==> src/rtl/add_pkg.sv <==
// add_pkg: shared widths and types for the add16 adder slice
package add_pkg;
  localparam int WIDTH_DEFAULT = 16;
  localparam int GROUP_DEFAULT = 4;
  typedef logic [15:0] word_t;
endpackage

==> src/rtl/add16_if.sv <==
// add16_if: operand/result bundle between a datapath client and the adder
interface add16_if #(parameter int WIDTH = 16);
  logic [WIDTH-1:0] A;
  logic [WIDTH-1:0] B;
  logic [WIDTH-1:0] S;
  logic             C;
  modport master (output A, B, input S, C);
  modport slave  (input A, B, output S, C);
endinterface

==> src/rtl/add16_cla_group.sv <==
// cla_group: one carry-lookahead group producing its sum slice and group G/P
module cla_group #(
  parameter int GROUP = 4
) (
  input  logic [GROUP-1:0] i_a,
  input  logic [GROUP-1:0] i_b,
  input  logic             i_ci,
  output logic [GROUP-1:0] o_sum,
  output logic             o_g,
  output logic             o_p
);
  logic [GROUP-1:0] w_g;
  logic [GROUP-1:0] w_p;
  logic [GROUP-1:0] w_c;
  logic [GROUP-1:0] w_gc;
  logic             w_t;
  logic             w_u;
  assign w_g   = i_a & i_b;
  assign w_p   = i_a ^ i_b;
  assign w_gc  = {w_g[GROUP-2:0], i_ci};
  assign o_p   = &w_p;
  assign o_sum = w_p ^ w_c;
  // carry into bit i as a sum of products over the generates (and carry-in) below it
  always_comb begin
    w_c = '0;
    w_t = 1'b0;
    for (int i = 0; i < GROUP; i++)
      for (int j = 0; j <= i; j++) begin
        w_t = w_gc[j];
        for (int k = j; k < i; k++) w_t = w_t & w_p[k];
        w_c[i] = w_c[i] | w_t;
      end
  end
  // group generate kept independent of carry-in so the second level sees no loop
  always_comb begin
    o_g = 1'b0;
    w_u = 1'b0;
    for (int j = 0; j < GROUP; j++) begin
      w_u = w_g[j];
      for (int k = j + 1; k < GROUP; k++) w_u = w_u & w_p[k];
      o_g = o_g | w_u;
    end
  end
endmodule

==> src/rtl/add16.sv <==
// add16: registered unsigned adder with carry-out built from two-level lookahead
module add16
  import add_pkg::*;
#(
  parameter int WIDTH = WIDTH_DEFAULT,
  parameter int GROUP = GROUP_DEFAULT
) (
  input logic   CLK,
  input logic   RST_N,
  add16_if.slave bus
);
  localparam int NG = WIDTH / GROUP;
  logic [NG-1:0]    w_gg;
  logic [NG-1:0]    w_gp;
  logic [NG:0]      w_gc;
  logic [NG:0]      w_cg;
  logic [WIDTH-1:0] w_sum;
  logic [WIDTH-1:0] r_s;
  logic             r_c;
  logic             w_t;
  generate
    for (genvar k = 0; k < NG; k++) begin : g_grp
      cla_group #(.GROUP(GROUP)) u_grp (
        .i_a  (bus.A[k*GROUP +: GROUP]),
        .i_b  (bus.B[k*GROUP +: GROUP]),
        .i_ci (w_cg[k]),
        .o_sum(w_sum[k*GROUP +: GROUP]),
        .o_g  (w_gg[k]),
        .o_p  (w_gp[k])
      );
    end
  endgenerate
  assign w_gc = {w_gg, 1'b0};
  // second-level lookahead: carry into group k from all lower group generates; carry-in is 0
  always_comb begin
    w_cg = '0;
    w_t  = 1'b0;
    for (int k = 1; k <= NG; k++)
      for (int j = 0; j <= k; j++) begin
        w_t = (j == k) ? 1'b0 : w_gc[j];
        for (int m = j; m < k; m++) w_t = w_t & w_gp[m];
        w_cg[k] = w_cg[k] | w_t | ((j == k - 1) ? w_gg[k-1] : 1'b0);
      end
  end
  // result registers; reset clears them at once and drops any in-flight sum
  always_ff @(posedge CLK or negedge RST_N) begin
    if (!RST_N) begin
      r_s <= '0;
      r_c <= 1'b0;
    end else begin
      r_s <= w_sum;
      r_c <= w_cg[NG];
    end
  end
  assign bus.S = r_s;
  assign bus.C = r_c;
endmodule

==> src/flat_wrapper.sv <==
// flat-port wrapper written by rule: the top's interface ports become plain ports
module add16_flat import add_pkg::*;
#(
  parameter int WIDTH = WIDTH_DEFAULT,
  parameter int GROUP = GROUP_DEFAULT
)
  (CLK, RST_N, bus_A, bus_B, bus_S, bus_C);
  add16_if #(.WIDTH(WIDTH)) bus_i ();
  input logic CLK;
  input logic RST_N;
  input wire logic [$bits(bus_i.A)-1:0] bus_A;
  input wire logic [$bits(bus_i.B)-1:0] bus_B;
  output wire logic [$bits(bus_i.S)-1:0] bus_S;
  output wire logic [$bits(bus_i.C)-1:0] bus_C;
  assign bus_i.A = bus_A;
  assign bus_i.B = bus_B;
  assign bus_S = bus_i.S;
  assign bus_C = bus_i.C;
  add16 #(.WIDTH(WIDTH), .GROUP(GROUP)) u_core (.CLK(CLK), .RST_N(RST_N), .bus(bus_i));
endmodule
==> config.mk <==
export PLATFORM = sky130hd
export DESIGN_NAME = add16_flat
export DESIGN_NICKNAME = d
export VERILOG_FILES = /design/src/rtl/add_pkg.sv /design/src/rtl/add16_if.sv /design/src/rtl/add16_cla_group.sv /design/src/rtl/add16.sv /design/src/flat_wrapper.sv
export SDC_FILE = /design/constraint.sdc
export NUM_CORES = 1
export LEC_CHECK = 0
export ABC_AREA = 1
export CORE_AREA = 4 4 58 60
export CTS_CLUSTER_SIZE = 30
export DETAILED_ROUTE_END_ITERATION = 8
export DIE_AREA = 0 0 62 64
export HOLD_SLACK_MARGIN = 0.1
export PLACE_DENSITY = 0.71
export SLEW_MARGIN = 5
export SYNTH_ARGS = -nofsm -noshare
export SYNTH_HDL_FRONTEND = slang
export SYNTH_SLANG_ARGS = --single-unit
export TNS_END_PERCENT = 30
==> constraint.sdc <==
create_clock -name CLK -period 0.83 [get_ports CLK]
set_input_delay 0.166 -clock CLK [delete_from_list [all_inputs] [get_ports CLK]]
set_output_delay 0.166 -clock CLK [all_outputs]
set_load 0.05 [all_outputs]
Yosys cells after proc, flatten, opt, wreduce, memory -nomap -nowiden
Cells that the tools add are included.
{"block": "classes", "mux": 0, "magnitude_cmp": 0, "n_mul": 0, "n_reduce_logical": 3, "add_sub_neg": 0, "eq_ne": 0, "bitwise": 90, "div": 0, "shifts": 0}
{"cell": "AND 1 bit", "n": 39}
{"cell": "OR 1 bit", "n": 39}
{"cell": "bitwise XOR 4 bit", "n": 8}
{"cell": "AND 4 bit", "n": 4}
{"cell": "AND reduction 4 bit", "n": 3}
{"block": "word_totals", "mem_count": 0, "out_inout_bits": 17, "romBits": 0, "latchBits": 0, "ramBits": 0, "reg_bits": 17}

Logic depth before layout (Yosys ltp)
{"block": "depth", "depth_word": 18, "mapped_depth": 12}

By module
A second synthesis with hierarchy kept.
{"block": "hier_totals", "hier_cells": 155, "area_unflattened_um2": 1301.2}
{"mod": "add16", "instances": 1, "cells_each": 27, "area_each_um2": 473.0, "seq_area_each_um2": 425.4}
{"mod": "cla_group (u_core.g_grp[2].u_grp ...)", "instances": 2, "cells_each": 34, "area_each_um2": 214.0, "seq_area_each_um2": 0.0}
{"mod": "cla_group (u_core.g_grp[1].u_grp)", "instances": 1, "cells_each": 30, "area_each_um2": 201.4, "seq_area_each_um2": 0.0}
{"mod": "cla_group (u_core.g_grp[0].u_grp)", "instances": 1, "cells_each": 30, "area_each_um2": 198.9, "seq_area_each_um2": 0.0}

Worst setup path after synthesis
OpenSTA, ideal clock, no wires.
{"block": "synth_timing", "path_type": "input-to-reg", "startpoint": "input port bus_B[1]", "endpoint": "register u_core.r_s[11] (netlist: u_core.bus.S[11])", "n_path_buf": 0, "setup_slack_ps": -932, "stages": 11, "required_ps": 750, "setup_ps": 80, "t_arrival_ps": 1682, "cell_sequence": "ha_1 > ha_1 > nand3_1 > nand4_1 > nand2_1 > nand3_1 > ha_1 > nand2_1 > nand3_1 > a21oi_1 > xnor2_1"}
{"block": "synth_between", "elab_chain_len": 16, "elab_cells_between_ends": 19}
{"item": "start, declared", "line": "flat_wrapper.sv:12", "source": "input wire logic [$bits(bus_i.B)-1:0] bus_B;"}
{"item": "bitwise XOR 4 bit", "line": "add16_cla_group.sv:19", "source": "assign w_p = i_a ^ i_b;"}
{"item": "AND 1 bit (3 in series)", "line": "add16_cla_group.sv:40", "source": "for (int k = j + 1; k < GROUP; k++) w_u = w_u & w_p[k];"}
{"item": "OR 1 bit * (3 in series)", "line": "add16_cla_group.sv:41", "source": "o_g = o_g | w_u;"}
{"item": "AND 1 bit *", "line": "add16.sv:41", "source": "for (int m = j; m < k; m++) w_t = w_t & w_gp[m];"}
{"item": "OR 1 bit *", "line": "add16.sv:42", "source": "w_cg[k] = w_cg[k] | w_t | ((j == k - 1) ? w_gg[k-1] : 1'b0);"}
{"item": "AND 1 bit * (3 in series)", "line": "add16_cla_group.sv:30", "source": "for (int k = j; k < i; k++) w_t = w_t & w_p[k];"}
{"item": "OR 1 bit * (3 in series)", "line": "add16_cla_group.sv:31", "source": "w_c[i] = w_c[i] | w_t;"}
{"item": "bitwise XOR 4 bit *", "line": "add16_cla_group.sv:22", "source": "assign o_sum = w_p ^ w_c;"}
{"item": "net u_core.g_grp[2].u_grp.o_sum[3]", "line": "add16_cla_group.sv:8", "source": "output logic [GROUP-1:0] o_sum,"}
{"item": "end signal, assigned", "line": "add16.sv:51", "source": "r_s <= w_sum;"}
{"item": "end, declared", "line": "add16.sv:18", "source": "logic [WIDTH-1:0] r_s;"}
Mark *: on every way through the listed nets, which the timed path passes. The rest lies on a longest branch.

Final worst setup path
{"block": "layout_timing", "startpoint": "input port bus_A[1]", "endpoint": "register u_core.r_s[11] (netlist: u_core.bus.S[11])"}
{"block": "layout_between", "elab_chain_len": 16, "elab_cells_between_ends": 19}
{"item": "start, declared", "line": "flat_wrapper.sv:11", "source": "input wire logic [$bits(bus_i.A)-1:0] bus_A;"}
{"item": "bitwise XOR 4 bit", "line": "add16_cla_group.sv:19"}
{"item": "AND 1 bit (3 in series)", "line": "add16_cla_group.sv:40"}
{"item": "OR 1 bit * (3 in series)", "line": "add16_cla_group.sv:41"}
{"item": "AND 1 bit *", "line": "add16.sv:41"}
{"item": "OR 1 bit *", "line": "add16.sv:42"}
{"item": "AND 1 bit * (3 in series)", "line": "add16_cla_group.sv:30"}
{"item": "OR 1 bit * (3 in series)", "line": "add16_cla_group.sv:31"}
{"item": "bitwise XOR 4 bit *", "line": "add16_cla_group.sv:22"}
{"item": "net u_core.g_grp[2].u_grp.o_sum[3]", "line": "add16_cla_group.sv:8"}
Marked as above.

==> impl_table.tex <==
\begin{tabular}{lr}
\hline
Metric & Value \\
\hline
\multicolumn{2}{l}{\textbf{Outcome}} \\
Outcome & finished with violations \\
Violated checks & setup timing \\
\multicolumn{2}{l}{\textbf{Clock tree}} \\
Clock tree from TritonCTS & done \\
Clk pin slew, worst setup/hold paths & 0.11 ns \\
Level count of the clock H-tree & 1 \\
Maximum root-to-sink buffer count & 2 \\
Post-CTS Hold Fix Bufs & 0 \\
Clk sink count & 17 \\
Root Driver & sky130\_fd\_sc\_hd\_\_clkbuf\_4 \\
Number of buffers created by CTS & 3 \\
\multicolumn{2}{l}{\textbf{Logic synthesis}} \\
Post-synth ARST share & 100.0\% \\
Syn Std Cell Area & 1087 µm² \\
Cell type with the largest total area after synthesis & sky130\_fd\_sc\_hd\_\_dfrtp\_1 \\
Number of distinct library cells after synthesis & 19 \\
Mapped Nets & 161 \\
Post-synthesis cell count & 103 \\
Yosys top cell area share & 39.13\% \\
Main synth FF type & sky130\_fd\_sc\_hd\_\_dfrtp\_1 \\
Number of register bits inferred by synthesis & 17 \\
Mapped Avg Cell Area & 10.56 µm² \\
Number of enable-type register cells in the synthesized netlist & 0 \\
Register area share after synthesis & 39.13\% \\
Warning count from the yosys run & 0 \\
Top cells by area in the synthesized netlist & sky130\_fd\_sc\_hd\_\_dfrtp\_1 (39\%), sky130\_fd\_sc\_hd\_\_ha\_1 (23\%), sky130\_fd\_sc\_hd\_\_fa\_1 (7.4\%) \\
\multicolumn{2}{l}{\textbf{Power and ir drop}} \\
Total power per unit cell area & 1697 nW/µm² \\
Leakage component of the power & 1.104 nW \\
Max VDD drop & 0.001617 V \\
\multicolumn{2}{l}{\textbf{Timing}} \\
Number of pins exceeding their max-slew limit in the final report & 0 \\
Number of endpoints with negative hold slack in the final report & 0 \\
Max-slew headroom & 86.99\% \\
Maximum clock frequency & 0.6776 GHz \\
Final hold slack & 0.1014 ns \\
Period utilization & 177.8\% \\
Setup repair after global routing missed its margin & true \\
Worst Tran Pin Value & 0.1931 ns \\
Final critical-path setup slack & -0.6457 ns \\
Final period demand of the worst path & 1.476 ns \\
Setup-failing EPs final & 31 \\
\multicolumn{2}{l}{\textbf{Floorplanning}} \\
Count of pins on the block boundary & 51 \\
Die area & 3968 µm² \\
Width of the die & 62 µm \\
\# rows & 20 \\
Area of the core region & 2928 µm² \\
Die Height & 64 µm \\
Starting density of the core & 37.14\% \\
\multicolumn{2}{l}{\textbf{Global route}} \\
Antenna violations before repair & 0 \\
Sum of overflow across all layers after global routing & 0 \\
First-pass GRT wire length & 5085 µm \\
Largest net degree at the start of global routing & 18 \\
All-Layer GR Usage & 17.24\% \\
Via count of the first global-routing pass & 1,216 \\
\multicolumn{2}{l}{\textbf{Drt}} \\
Final routed wirelength across all metal layers & 3534 µm \\
Antenna violation net count after detailed routing & 0 \\
Pre-antenna DRT Iters & 4 \\
DR DRC count & 0 \\
DR iter-0 viols & 19 \\
Per-cell via count in the routed design & 4.827 \\
Number of vias in the routed layout & 1,086 \\
DR WL/cell & 15.71 µm \\
\multicolumn{2}{l}{\textbf{Placement}} \\
Placer congestion estimate & 0.6922 \\
Buffers on Ports & 50 \\
DP HPWL & 2419 µm \\
Post-Place Setup Slack & -1.432 ns \\
Number of instances in the placed design & 211 \\
\multicolumn{2}{l}{\textbf{Critical path}} \\
Most frequent cell on the critical path & sky130\_fd\_sc\_hd\_\_ha\_4 \\
Data arrival, critical path & 1.72 ns \\
Required time reported for the critical path endpoint & 1.07 ns \\
Critical path fanouts, max & 3 \\
Series of cell instances along the critical path & buf\_8 -> ha\_4 -> ha\_4 -> nand3\_2 -> nand4\_1 -> nand2\_2 -> nand3\_4 -> ha\_4 -> nand2\_4 -> nand3\_4 -> a21oi\_2 -> xnor2\_1 \\
Worst path max stage delay & 0.23 ns \\
Buffer and inverter count on the worst path & 1 \\
CP Launch Type & input port \\
Crit end category & flip-flop \\
Critical path's top delay family & simple AND/OR/NAND/NOR gates \\
Crit path launch & bus\_A[1] \\
Slowest CP cell & sky130\_fd\_sc\_hd\_\_ha\_4 \\
Start-to-end type of the worst setup path & in2reg \\
\multicolumn{2}{l}{\textbf{Cells and area}} \\
Relative area change from synthesis to final layout & 120.3\% \\
Final cell count without fillers & 225 \\
N\_diodes & 0 \\
\# fillers & 161 \\
Post-layout nets & 251 \\
Fraction of layout cells with a size suffix above 1 & 67.19\% \\
\multicolumn{2}{l}{\textbf{Worst hold path}} \\
Hold path start & bus\_B[0] \\
Hold WC Path Type & in2reg \\
\multicolumn{2}{l}{\textbf{Flow run}} \\
Max-cap violations & 0 \\
\hline
\end{tabular}
-- placed cells by master, fill, tap and decap left out, types with 2 or more instances in the layout --
master,netlist,routed
sky130_fd_sc_hd__dfrtp_1,17,17
sky130_fd_sc_hd__fa_2,0,3
sky130_fd_sc_hd__xor2_1,9,9
sky130_fd_sc_hd__ha_4,0,16
sky130_fd_sc_hd__buf_8,0,2
sky130_fd_sc_hd__clkdlybuf4s15_1,0,5
sky130_fd_sc_hd__a21oi_4,0,2
sky130_fd_sc_hd__buf_2,0,13
sky130_fd_sc_hd__buf_4,0,33
sky130_fd_sc_hd__clkbuf_4,0,3
sky130_fd_sc_hd__ha_1,20,4
sky130_fd_sc_hd__inv_1,4,4
sky130_fd_sc_hd__buf_12,0,18
sky130_fd_sc_hd__nand3_2,0,4
sky130_fd_sc_hd__nand2_2,1,12
sky130_fd_sc_hd__nand2_4,0,3
sky130_fd_sc_hd__inv_2,4,4
sky130_fd_sc_hd__nand3_4,0,3
sky130_fd_sc_hd__clkbuf_2,0,4
sky130_fd_sc_hd__xnor2_1,2,2
sky130_fd_sc_hd__a21oi_2,2,4
sky130_fd_sc_hd__clkdlybuf4s50_1,0,9
sky130_fd_sc_hd__nand2_1,20,6
-- cells by family after synthesis --
kind of cell	after synthesis	share of synthesized area (%)
and+or+nand+nor	33	13.12
xor gates and xnor gates	11	8.861
DFF	17	39.13
adders and majority gates	24	30.38
buffers and inverters	8	2.761
AOI/OAI and AO/OA	10	5.754
-- synth_stat cells (all sizes together) (2+ instances only) --
master  instances
nand2          21
ha             20
dfrtp          17
xor2            9
inv             8
nand3           8
a21oi           7
fa              4
nor2            2
xnor2           2
-- flip-flops by register name, indices dropped and copies added, names as in the netlist --
name	count
u_core.bus.C	1
u_core.bus.S	16
-- metal layers --
metal  part of all wire (%)  up-vias  GRT usage, %
met5                      0        -             0
met4                    2.9        0         9.019
met3                    3.3        9         1.818
met2                     57       27         31.09
met1                     36      533         18.68
li1                       -      517             -
-- final cells by class --
type | instances | area [µm²] | share of cell area (%)
clock buffer | 3 | 22.52 | 0.9404
clock inverter | 1 | 5.005 | 0.2090
inverter | 8 | 30.03 | 1.254
multi-input combinational | 78 | 996.0 | 41.59
sequential | 17 | 425.4 | 17.76
tap | 33 | 41.29 | 1.724
timing repair buffer | 85 | 874.6 | 36.52
-- report_power, final --
| part | leakage [nW] | internal, W | switching, W |
|---|---|---|---|
| clock network | 0.0177 | 0.000180 | 0.000302 |
| registers | 0.199 | 0.000995 | 0.000144 |
| logic | 0.888 | 0.00126 | 0.00118 |
-- through the flow --
| step | utilization [%] | power, W | instance area [µm²] | TNS [ns] |
|---|---|---|---|---|
| 6_report | 81.79 | 0.004064 | 2395 | -11.01 |
| 5_1_grt | 81.79 | 0.004255 | 2395 | -12.40 |
| 4_1_cts | 78.68 | 0.003908 | 2303 | -10.47 |
| 3_5_place_dp | 72.18 | 0.003336 | 2113 | -19.29 |
| 3_3_place_gp | 72.18 | 0.003288 | 2113 | -18.77 |
| 2_1_floorplan | - | 0.002078 | 1201 | -8.935 |
-- final timing paths --
check / to / slack (ns) / depth (start not counted)
min in group asynchronous: u_core.bus.C / 0.18 / 2
worst max-delay path: u_core.bus.S[11] / -0.65 / 12
max in group asynchronous: u_core.bus.S[3] / 0.53 / 2
worst min-delay path: u_core.bus.S[0] / 0.10 / 2
-- timing repair --
item,in CTS,in global routing
endpoints found under the setup margin,33,31
pin swaps,40,26
gates resized for setup,105,27
buffers inserted,5,5
cloned,0,0
Note: power is estimated with default switching activity, not from simulation.
